$ cat config.mk
export PLATFORM = sky130hd
export DESIGN_NAME = decode_scoreboard
export DESIGN_NICKNAME = d
export VERILOG_FILES = /design/src/rtl/decode_scoreboard.sv
export SDC_FILE = /design/constraint.sdc
export NUM_CORES = 1
export LEC_CHECK = 0
export ABC_AREA = 1
export CAP_MARGIN = 5
export CORE_MARGIN = 4
export CORE_UTILIZATION = 48
export DETAILED_ROUTE_END_ITERATION = 6
export HOLD_SLACK_MARGIN = 0.08
export PLACE_DENSITY = 0.86
export SETUP_SLACK_MARGIN = 0.15
export SLEW_MARGIN = 30
export SYNTH_ARGS = -nofsm -noshare
export SYNTH_HDL_FRONTEND = slang
export SYNTH_SLANG_ARGS = --single-unit
$ cat constraint.sdc
create_clock -name clk_i -period 3.07 [get_ports clk_i]
set_input_delay 0.7675 -clock clk_i [delete_from_list [all_inputs] [get_ports clk_i]]
set_output_delay 0.7675 -clock clk_i [all_outputs]
set_load 0.005 [all_outputs]
$ cat src/rtl/decode_scoreboard.sv
// Decode-to-execute issue scoreboard: per-register pending-write bits, in-flight writer
// window, fence stall and post-flush drain. Optional macro: DECODE_SCOREBOARD_WB_BYPASS_EN.
module decode_scoreboard #(
    parameter int NUM_REGS     = 32,
    parameter int MAX_INFLIGHT = 4,
    localparam int IW = $clog2(NUM_REGS),
    localparam int CW = $clog2(MAX_INFLIGHT + 1)
) (
    input  logic                clk_i,
    input  logic                rst_i,
    input  logic                dec_valid_i,
    output logic                dec_ready_o,
    input  logic [IW-1:0]       dec_rs1_i,
    input  logic [IW-1:0]       dec_rs2_i,
    input  logic [IW-1:0]       dec_rd_i,
    input  logic                dec_use_rs1_i,
    input  logic                dec_use_rs2_i,
    input  logic                dec_we_i,
    input  logic                dec_fence_i,
    output logic                iss_valid_o,
    input  logic                iss_ready_i,
    input  logic                wb_valid_i,
    input  logic [IW-1:0]       wb_rd_i,
    input  logic                flush_i,
    output logic [NUM_REGS-1:0] pending_o,
    output logic [CW-1:0]       inflight_o,
    output logic                draining_o
);

    typedef enum logic [0:0] {ST_RUN = 1'b0, ST_DRAIN = 1'b1} state_t;

    localparam logic [CW-1:0]       MAX_CNT = CW'(MAX_INFLIGHT);
    localparam logic [CW-1:0]       CNT_ONE = {{(CW-1){1'b0}}, 1'b1};
    localparam logic [NUM_REGS-1:0] ONE_HOT = {{(NUM_REGS-1){1'b0}}, 1'b1};
    localparam logic [IW-1:0]       X0      = {IW{1'b0}};

    state_t              state_r, state_n;
    logic [NUM_REGS-1:0] pend_r, pend_n, set_vec, clr_vec, haz_pend;
    logic [CW-1:0]       inflight_r, inflight_n, haz_cnt;
    logic                counted, hazard, issue, wb_retire;

    // Hazard detection against registered (or, with bypass, retiring-adjusted) state
    always_comb begin
        wb_retire = wb_valid_i && (wb_rd_i != X0) && pend_r[wb_rd_i];
        clr_vec   = wb_retire ? (ONE_HOT << wb_rd_i) : {NUM_REGS{1'b0}};
`ifdef DECODE_SCOREBOARD_WB_BYPASS_EN
        haz_pend  = pend_r & ~clr_vec;
        haz_cnt   = wb_retire ? (inflight_r - CNT_ONE) : inflight_r;
`else
        haz_pend  = pend_r;
        haz_cnt   = inflight_r;
`endif
        counted   = dec_we_i && (dec_rd_i != X0);
        hazard    = (dec_use_rs1_i && (dec_rs1_i != X0) && haz_pend[dec_rs1_i])
                 || (dec_use_rs2_i && (dec_rs2_i != X0) && haz_pend[dec_rs2_i])
                 || (counted && haz_pend[dec_rd_i])
                 || (counted && (haz_cnt == MAX_CNT))
                 || (dec_fence_i && (inflight_r != {CW{1'b0}}));
    end

    // Handshake outputs; valid deliberately ignores iss_ready_i
    always_comb begin
        iss_valid_o = 1'b0;
        dec_ready_o = 1'b0;
        case (state_r)
            ST_RUN: begin
                iss_valid_o = dec_valid_i && !hazard && !flush_i;
                dec_ready_o = dec_valid_i && iss_ready_i && !hazard && !flush_i;
            end
            ST_DRAIN: begin
                iss_valid_o = 1'b0;
                dec_ready_o = 1'b0;
            end
            default: begin
                iss_valid_o = 1'b0;
                dec_ready_o = 1'b0;
            end
        endcase
        issue = dec_valid_i && dec_ready_o;
    end

    // Pending vector and counter next state; a same-register set beats the clear
    always_comb begin
        set_vec = (issue && counted) ? (ONE_HOT << dec_rd_i) : {NUM_REGS{1'b0}};
        pend_n  = (pend_r & ~clr_vec) | set_vec;
        case ({issue && counted, wb_retire})
            2'b10:   inflight_n = inflight_r + CNT_ONE;
            2'b01:   inflight_n = inflight_r - CNT_ONE;
            default: inflight_n = inflight_r;
        endcase
    end

    // RUN/DRAIN transitions; drain ends once the counter is headed to zero
    always_comb begin
        state_n = state_r;
        case (state_r)
            ST_RUN: begin
                if (flush_i) begin
                    state_n = ST_DRAIN;
                end else begin
                    state_n = ST_RUN;
                end
            end
            ST_DRAIN: begin
                if (!flush_i && (inflight_n == {CW{1'b0}})) begin
                    state_n = ST_RUN;
                end else begin
                    state_n = ST_DRAIN;
                end
            end
            default: state_n = ST_RUN;
        endcase
    end

    // State registers
    always_ff @(posedge clk_i) begin
        if (rst_i) begin
            state_r    <= ST_RUN;
            pend_r     <= {NUM_REGS{1'b0}};
            inflight_r <= {CW{1'b0}};
        end else begin
            state_r    <= state_n;
            pend_r     <= pend_n;
            inflight_r <= inflight_n;
        end
    end

    assign pending_o  = pend_r;
    assign inflight_o = inflight_r;
    assign draining_o = (state_r == ST_DRAIN);

    decode_scoreboard_chk #(
        .NUM_REGS     (NUM_REGS),
        .MAX_INFLIGHT (MAX_INFLIGHT)
    ) u_chk (
        .clk_i      (clk_i),
        .rst_i      (rst_i),
        .wb_valid_i (wb_valid_i),
        .wb_rd_i    (wb_rd_i),
        .pend       (pend_r),
        .inflight   (inflight_r)
    );

endmodule

// Protocol and invariant checks for decode_scoreboard.
module decode_scoreboard_chk #(
    parameter int NUM_REGS     = 32,
    parameter int MAX_INFLIGHT = 4,
    localparam int IW = $clog2(NUM_REGS),
    localparam int CW = $clog2(MAX_INFLIGHT + 1)
) (
    input logic                clk_i,
    input logic                rst_i,
    input logic                wb_valid_i,
    input logic [IW-1:0]       wb_rd_i,
    input logic [NUM_REGS-1:0] pend,
    input logic [CW-1:0]       inflight
);

    a_wb_pending: assert property (@(posedge clk_i) disable iff (rst_i)
        (wb_valid_i && (wb_rd_i != {IW{1'b0}})) |-> pend[wb_rd_i])
        else $error("stray writeback to x%0d", wb_rd_i);

    a_window: assert property (@(posedge clk_i) disable iff (rst_i)
        inflight <= CW'(MAX_INFLIGHT))
        else $error("in-flight window exceeded: %0d", inflight);

endmodule

* Word-level counts from Yosys, hierarchy flattened
Cells that the tools add are included.
Word-level totals: bits of input ports 30, bits in registers 36, logic and storage cells 64
Operators by class: order comparisons 4, $add $sub $neg 2, bitwise operators 4, equal/unequal tests 3, shifts and indexed selects 2, reductions and logical operators 30, mux-type cells 16
Operators with widths (number):
- $mux W32 | 2
- $shl A1 B5 Y32 const A | 2
- $and A32 B32 Y32 | 1
- $not A32 Y32 | 1
- $or A32 B32 Y32 | 1
- $lt A5 B6 Y1 const B | 4
- $bmux W1 S5 | 4
- $reduce_bool A5 Y1 | 4
- $logic_and A1 B1 Y1 | 18
- $mux W1 | 6
- $pmux W1 S2 | 3
- $pmux W3 S2 | 1
- $logic_or A1 B1 Y1 | 4
- $add A3 B1 Y3 const B | 1
- $eq A3 B3 Y1 const B | 1
- $logic_not A3 Y1 | 1
- $reduce_bool A3 Y1 | 1
- $sub A3 B1 Y3 const B | 1
- $eq A2 B1 Y1 const B | 1
- $eq A2 B2 Y1 const B | 1
- $logic_not A1 Y1 | 2
- $not A1 Y1 | 1

* Depth between registers and ports, before layout
depth after elaboration 19, gate-level depth with buffers 23, gate-level depth less buffers 23

* Least setup slack after synthesis
Ideal clock, no wire load.
path type in2reg, start input wb_rd_i[2], end register state_r (netlist: draining_o), cell stages on the path 18, required time 2954 ps, arrival 3113 ps, slack -159 ps, cells stage by stage clkbuf_2 > clkinv_1 > a22oi_1 > nand3_1 > nand3b_1 > nand2_1 > clkbuf_2 > a31oi_1 > ha_1 > inv_1 > fa_1 > a21oi_1 > o21ai_0 > xor2_1 > inv_1 > nand3_1 > o211ai_1 > inv_1
Between the ends: longest elaborated chain between the ends 9, elaborated cells on any way between the ends 12
Ends and longest elaborated chain:
- start, declared | line 23 | input logic [IW-1:0] wb_rd_i,
- $bmux W1 S5 or $reduce_bool A5 Y1 (tied branches) | line 44 | wb_retire = wb_valid_i && (wb_rd_i != X0) && pend_r[wb_rd_i];
- $mux W1 (implied by the code) or $logic_and A1 B1 Y1 (tied branches) | line 44
- $logic_and A1 B1 Y1 * | line 44
- $eq A2 B1 Y1 or $eq A2 B2 Y1 (tied branches) | line 86 | case ({issue && counted, wb_retire})
- $pmux W3 S2 * | line 86
- $logic_not A3 Y1 * | line 105 | if (!flush_i && (inflight_n == {CW{1'b0}})) begin
- $logic_and A1 B1 Y1 * | line 105
- $mux W1 * | line 105
- $pmux W1 S2 * | line 96 | case (state_r)
- end signal, assigned | line 122 | state_r <= state_n;
- end, declared | line 37 | state_t state_r, state_n;
Every way passes the cells marked *; elsewhere a longest branch is shown, timed or not. The select of a mux whose other input is x is not followed. A chain may end at the register's enable or synchronous reset.

* Final worst setup path
start input dec_rd_i[0], end register state_r (netlist: draining_o)
Between the ends: longest elaborated chain between the ends 18, elaborated cells on any way between the ends 22
Ends and longest elaborated chain:
- start, declared | line 15 | input logic [IW-1:0] dec_rd_i,
- $bmux W1 S5 or $reduce_bool A5 Y1 (tied branches) | line 56, 53
- $mux W1 (implied by the code) or $logic_and A1 B1 Y1 (tied branches) | line 56, 53
- $logic_and A1 B1 Y1 | line 56 | || (counted && haz_pend[dec_rd_i])
- $logic_or A1 B1 Y1 | line 56
- $logic_or A1 B1 Y1 | line 57 | || (counted && (haz_cnt == MAX_CNT))
- $logic_or A1 B1 Y1 | line 58 | || (dec_fence_i && (inflight_r != {CW{1'b0}}));
- $logic_not A1 Y1 | line 68 | dec_ready_o = dec_valid_i && iss_ready_i && !hazard && !flush_i;
- $logic_and A1 B1 Y1 (2 in series) | line 68
- $pmux W1 S2 | line 65 | case (state_r)
- $logic_and A1 B1 Y1 | line 79 | issue = dec_valid_i && dec_ready_o;
- $logic_and A1 B1 Y1 * | line 86
- $eq A2 B1 Y1 or $eq A2 B2 Y1 (tied branches) | line 86
- $pmux W3 S2 * | line 86
- $logic_not A3 Y1 * | line 105
- $logic_and A1 B1 Y1 * | line 105
- $mux W1 * | line 105
- $pmux W1 S2 * | line 96
Marked as above.

==> metrics <==
Rows 30; core box area 6832 sq um; first-pass GRT wire length 23330 microns; Cell Int Power 0.0008549 W; vias in the first global route 4613; Sequential cell area 720.7 sq um; Worst Path Max Fanout 5; clk sink count 36; adder-cell share of the synthesized area 0.9623%; Area Overhead vs Synth 50.96%; VDD IR max 0.2953 mV; proportion of power drawn by the clock network 28.5%; Routed Antenna Nets 0; DIE AREA 8450 sq um; P_leak 2.039 nW; max_slew headroom 69.83%; DR iter-0 viols 414; Via Count 4853; Placed Cells 766; Synth Area in Compound Gates 18.99%; gr usage total 34.91%; final cell count without fillers 802; Synth area leader dfxtp_1; most common flop cell mapped by yosys dfxtp_1; Reg power frac 36.8%; Die Height 91.93 microns; post-synthesis cell area 3381 sq um; #FFs+latches synth 36; DRT Pass-1 Iters 5; RSZ-0062 raised after global routing yes; Startpoint Class input port; Final Wtd Congestion 1.043; clk_skew 0.002987 ns; Period minus WS final 3.089 ns; Inserted Diodes 0; pin count of the biggest net entering global routing 32; # DRC 0; Syn Nets 601; final hold viol count 0; actual slew at the worst max-slew pin 0.4520 ns; # port buffers 67; period utilisation layout 100.6%; PD cells 253.5 nW/um^2; initial antenna violation count 0; Setup-failing EPs final 1; XOR/XNOR Fraction of Synth Area 0.5181%; failing checks setup timing; Hold Crit Class reg -> reg; Worst Setup End Kind register; Util after Layout 74.71%; post-route cell area 5104 sq um; synth warn 0; Num CTS Buffers 5; Avg Cell Area, Syn 5.942 sq um; Chip Width 91.93 microns; CTS Buffer Depth 2; H-tree depth 2; Crit path arrival time 3.28 ns; EDFF count, synth 0; TNS Setup -0.01938 ns; post-place instance area 4522 sq um; area occupied by multi-input gates 2392 sq um; Post-Syn Instances 569; post-synthesis sequential area ratio 21.32%; final slew viol count 0; final-stage net count 737; final worst slack -0.01938 ns; combinational share of power 34.7%; Fmax 323.7 MHz; initial core utilization 49.49%; post-synthesis simple-gate area fraction 44.37%; Worst EP required 3.26 ns; # hold bufs at CTS 0; fill cell count 567; Vias/cell 6.051; Clock Latency Late Sink 0.30 ns; Net Sw Power 0.0004389 W; Yosys top cell area share 21.32%; mux contribution to synthesized area 0%; Post-DP HPWL 10060 microns; Root Driver clkbuf_8; grt ovf 0; I/O pin count 68; ys async rst share 0%; Max-Cap Viols 0; share of layout cells above drive strength 1 28.47%; crit path kind in -> reg; CTS tree yes; synth unique cells 40; DR WL/cell 18.84 microns; largest family of logic cells by synthesized area simple AND/OR/NAND/NOR gates; status complete, but fails checks; Routed WL 15110 microns; CTS clk-pin slew, worst paths 0.08 ns; synth top area cells dfxtp_1 (21%), nand2_1 (13%), nand3_1 (13%), o21ai_0 (6.8%), a21oi_1 (6.1%); switch share 33.93%
final cells by class:
class                   instances  share of cell area (%)
clock inverters                 2                  0.1961
flip-flops and latches         36                   14.12
repair inverters                4                  0.6864
inverters                      56                   4.854
multi-input cells             438                   46.87
clock buffers                   6                   1.618
repair buffers                164                   29.30
well taps                      96                   2.354
power groups by stage:
stage          Sequential (W)  Clock, W  Combinational (W)
3_5_place_dp         0.000487         0           0.000360
5_1_grt              0.000477  0.000387           0.000481
3_3_place_gp         0.000487         0           0.000357
2_1_floorplan        0.000487         0           0.000205
4_1_cts              0.000476  0.000363           0.000416
6_report             0.000477  0.000368           0.000449
path summary, 6_finish.rpt:
path	start	cells after the start	slack, ns	end
worst max register to register	pending_o[5]	20	0.11	draining_o
worst min-delay path	pending_o[16]	2	0.55	pending_o[16]
worst max-delay path	dec_rd_i[0]	23	-0.02	draining_o
worst min register to register	pending_o[16]	2	0.55	pending_o[16]
sequential cells by signal, indices dropped and copies added (netlist names):
register / count
pending_o: 32
inflight_o: 3
draining_o: 1
synthesized netlist by cell type, drive strengths merged (2+ instances only):
master / count
or2: 16
buf: 22
nand2: 123
nor2: 52
o2111ai: 2
a22oi: 9
dfxtp: 36
inv: 53
nand4: 31
clkbuf: 17
clkinv: 3
a21oi: 41
o21ai: 46
nor4: 5
o211ai: 9
nand3: 91
routing by layer:
| layer | vias up | share of wire, % | GRT usage [%] |
|---|---|---|---|
| met1 | 2223 | 37 | 42.03 |
| met4 | 0 | 6.3 | 21.16 |
| met5 | - | 0 | 0 |
| met3 | 90 | 11 | 7.711 |
| li1 | 2215 | - | - |
| met2 | 325 | 46 | 56.51 |
worst max-delay path, stage by stage:
cell	delay (ns)
buf_8	0.11
buf_8	0.14
inv_8	0.07
nand2_1	0.05
nand2_1	0.08
nand2_1	0.07
nand3_1	0.11
nand3_1	0.09
nand2_2	0.09
nand2_1	0.05
nand3_1	0.06
nand2_1	0.06
inv_2	0.07
nor3b_2	0.05
nand2_1	0.08
ha_2	0.17
inv_2	0.04
fa_2	0.53
nor2_2	0.04
a21oi_1	0.20
nand3_1	0.10
o211ai_1	0.19
inv_1	0.06
placed cells by master, fill, tap and decap left out, drive strengths merged, types with 2 or more instances in the layout:
cell type      Yosys  final
a21oi             41     41
a22oi              9      9
buf               22    106
clkbuf            17      6
clkdlybuf4s15      0      4
clkdlybuf4s50      0     47
clkinv             3      5
dfxtp             36     36
dlygate4sd2        0      7
inv               53     57
nand2            123    123
nand3             91     91
nand4             31     31
nor2              52     52
nor4               5      5
o2111ai            2      2
o211ai             9      9
o21ai             46     46
or2               16     16
metrics by stage:
step	setup WS [ns]	hold WS, ns	total power, W
global route	-0.1315	0.5780	0.001345
CTS	0.09951	0.5454	0.001255
global placement	-0.7109	0.5173	0.0008445
floorplan	-0.03469	0.4732	0.0006920
finish	-0.01938	0.5530	0.001294
detailed placement	-0.7916	0.5347	0.0008475
cell families (layout without fill, tap and decap cells):
logic type / count (synthesis) / after routing
AOI/OAI and AO/OA: 113 / 113
xor gates and xnor gates: 2 / 2
adders and majority gates: 2 / 2
buffers and inverters: 95 / 232
DFF: 36 / 36
and+or+nand+nor: 321 / 321
what timing repair did:
| item | in CTS | in global routing |
|---|---|---|
| endpoints found under the setup margin | 6 | 6 |
| cloned | 8 | 0 |
| setup buffers | 18 | 2 |
| pin swaps | 46 | 18 |
| endpoints found under the hold margin | 0 | 0 |
| resized for setup | 125 | 26 |
No activity file was read; power rests on OpenSTA's default activity.
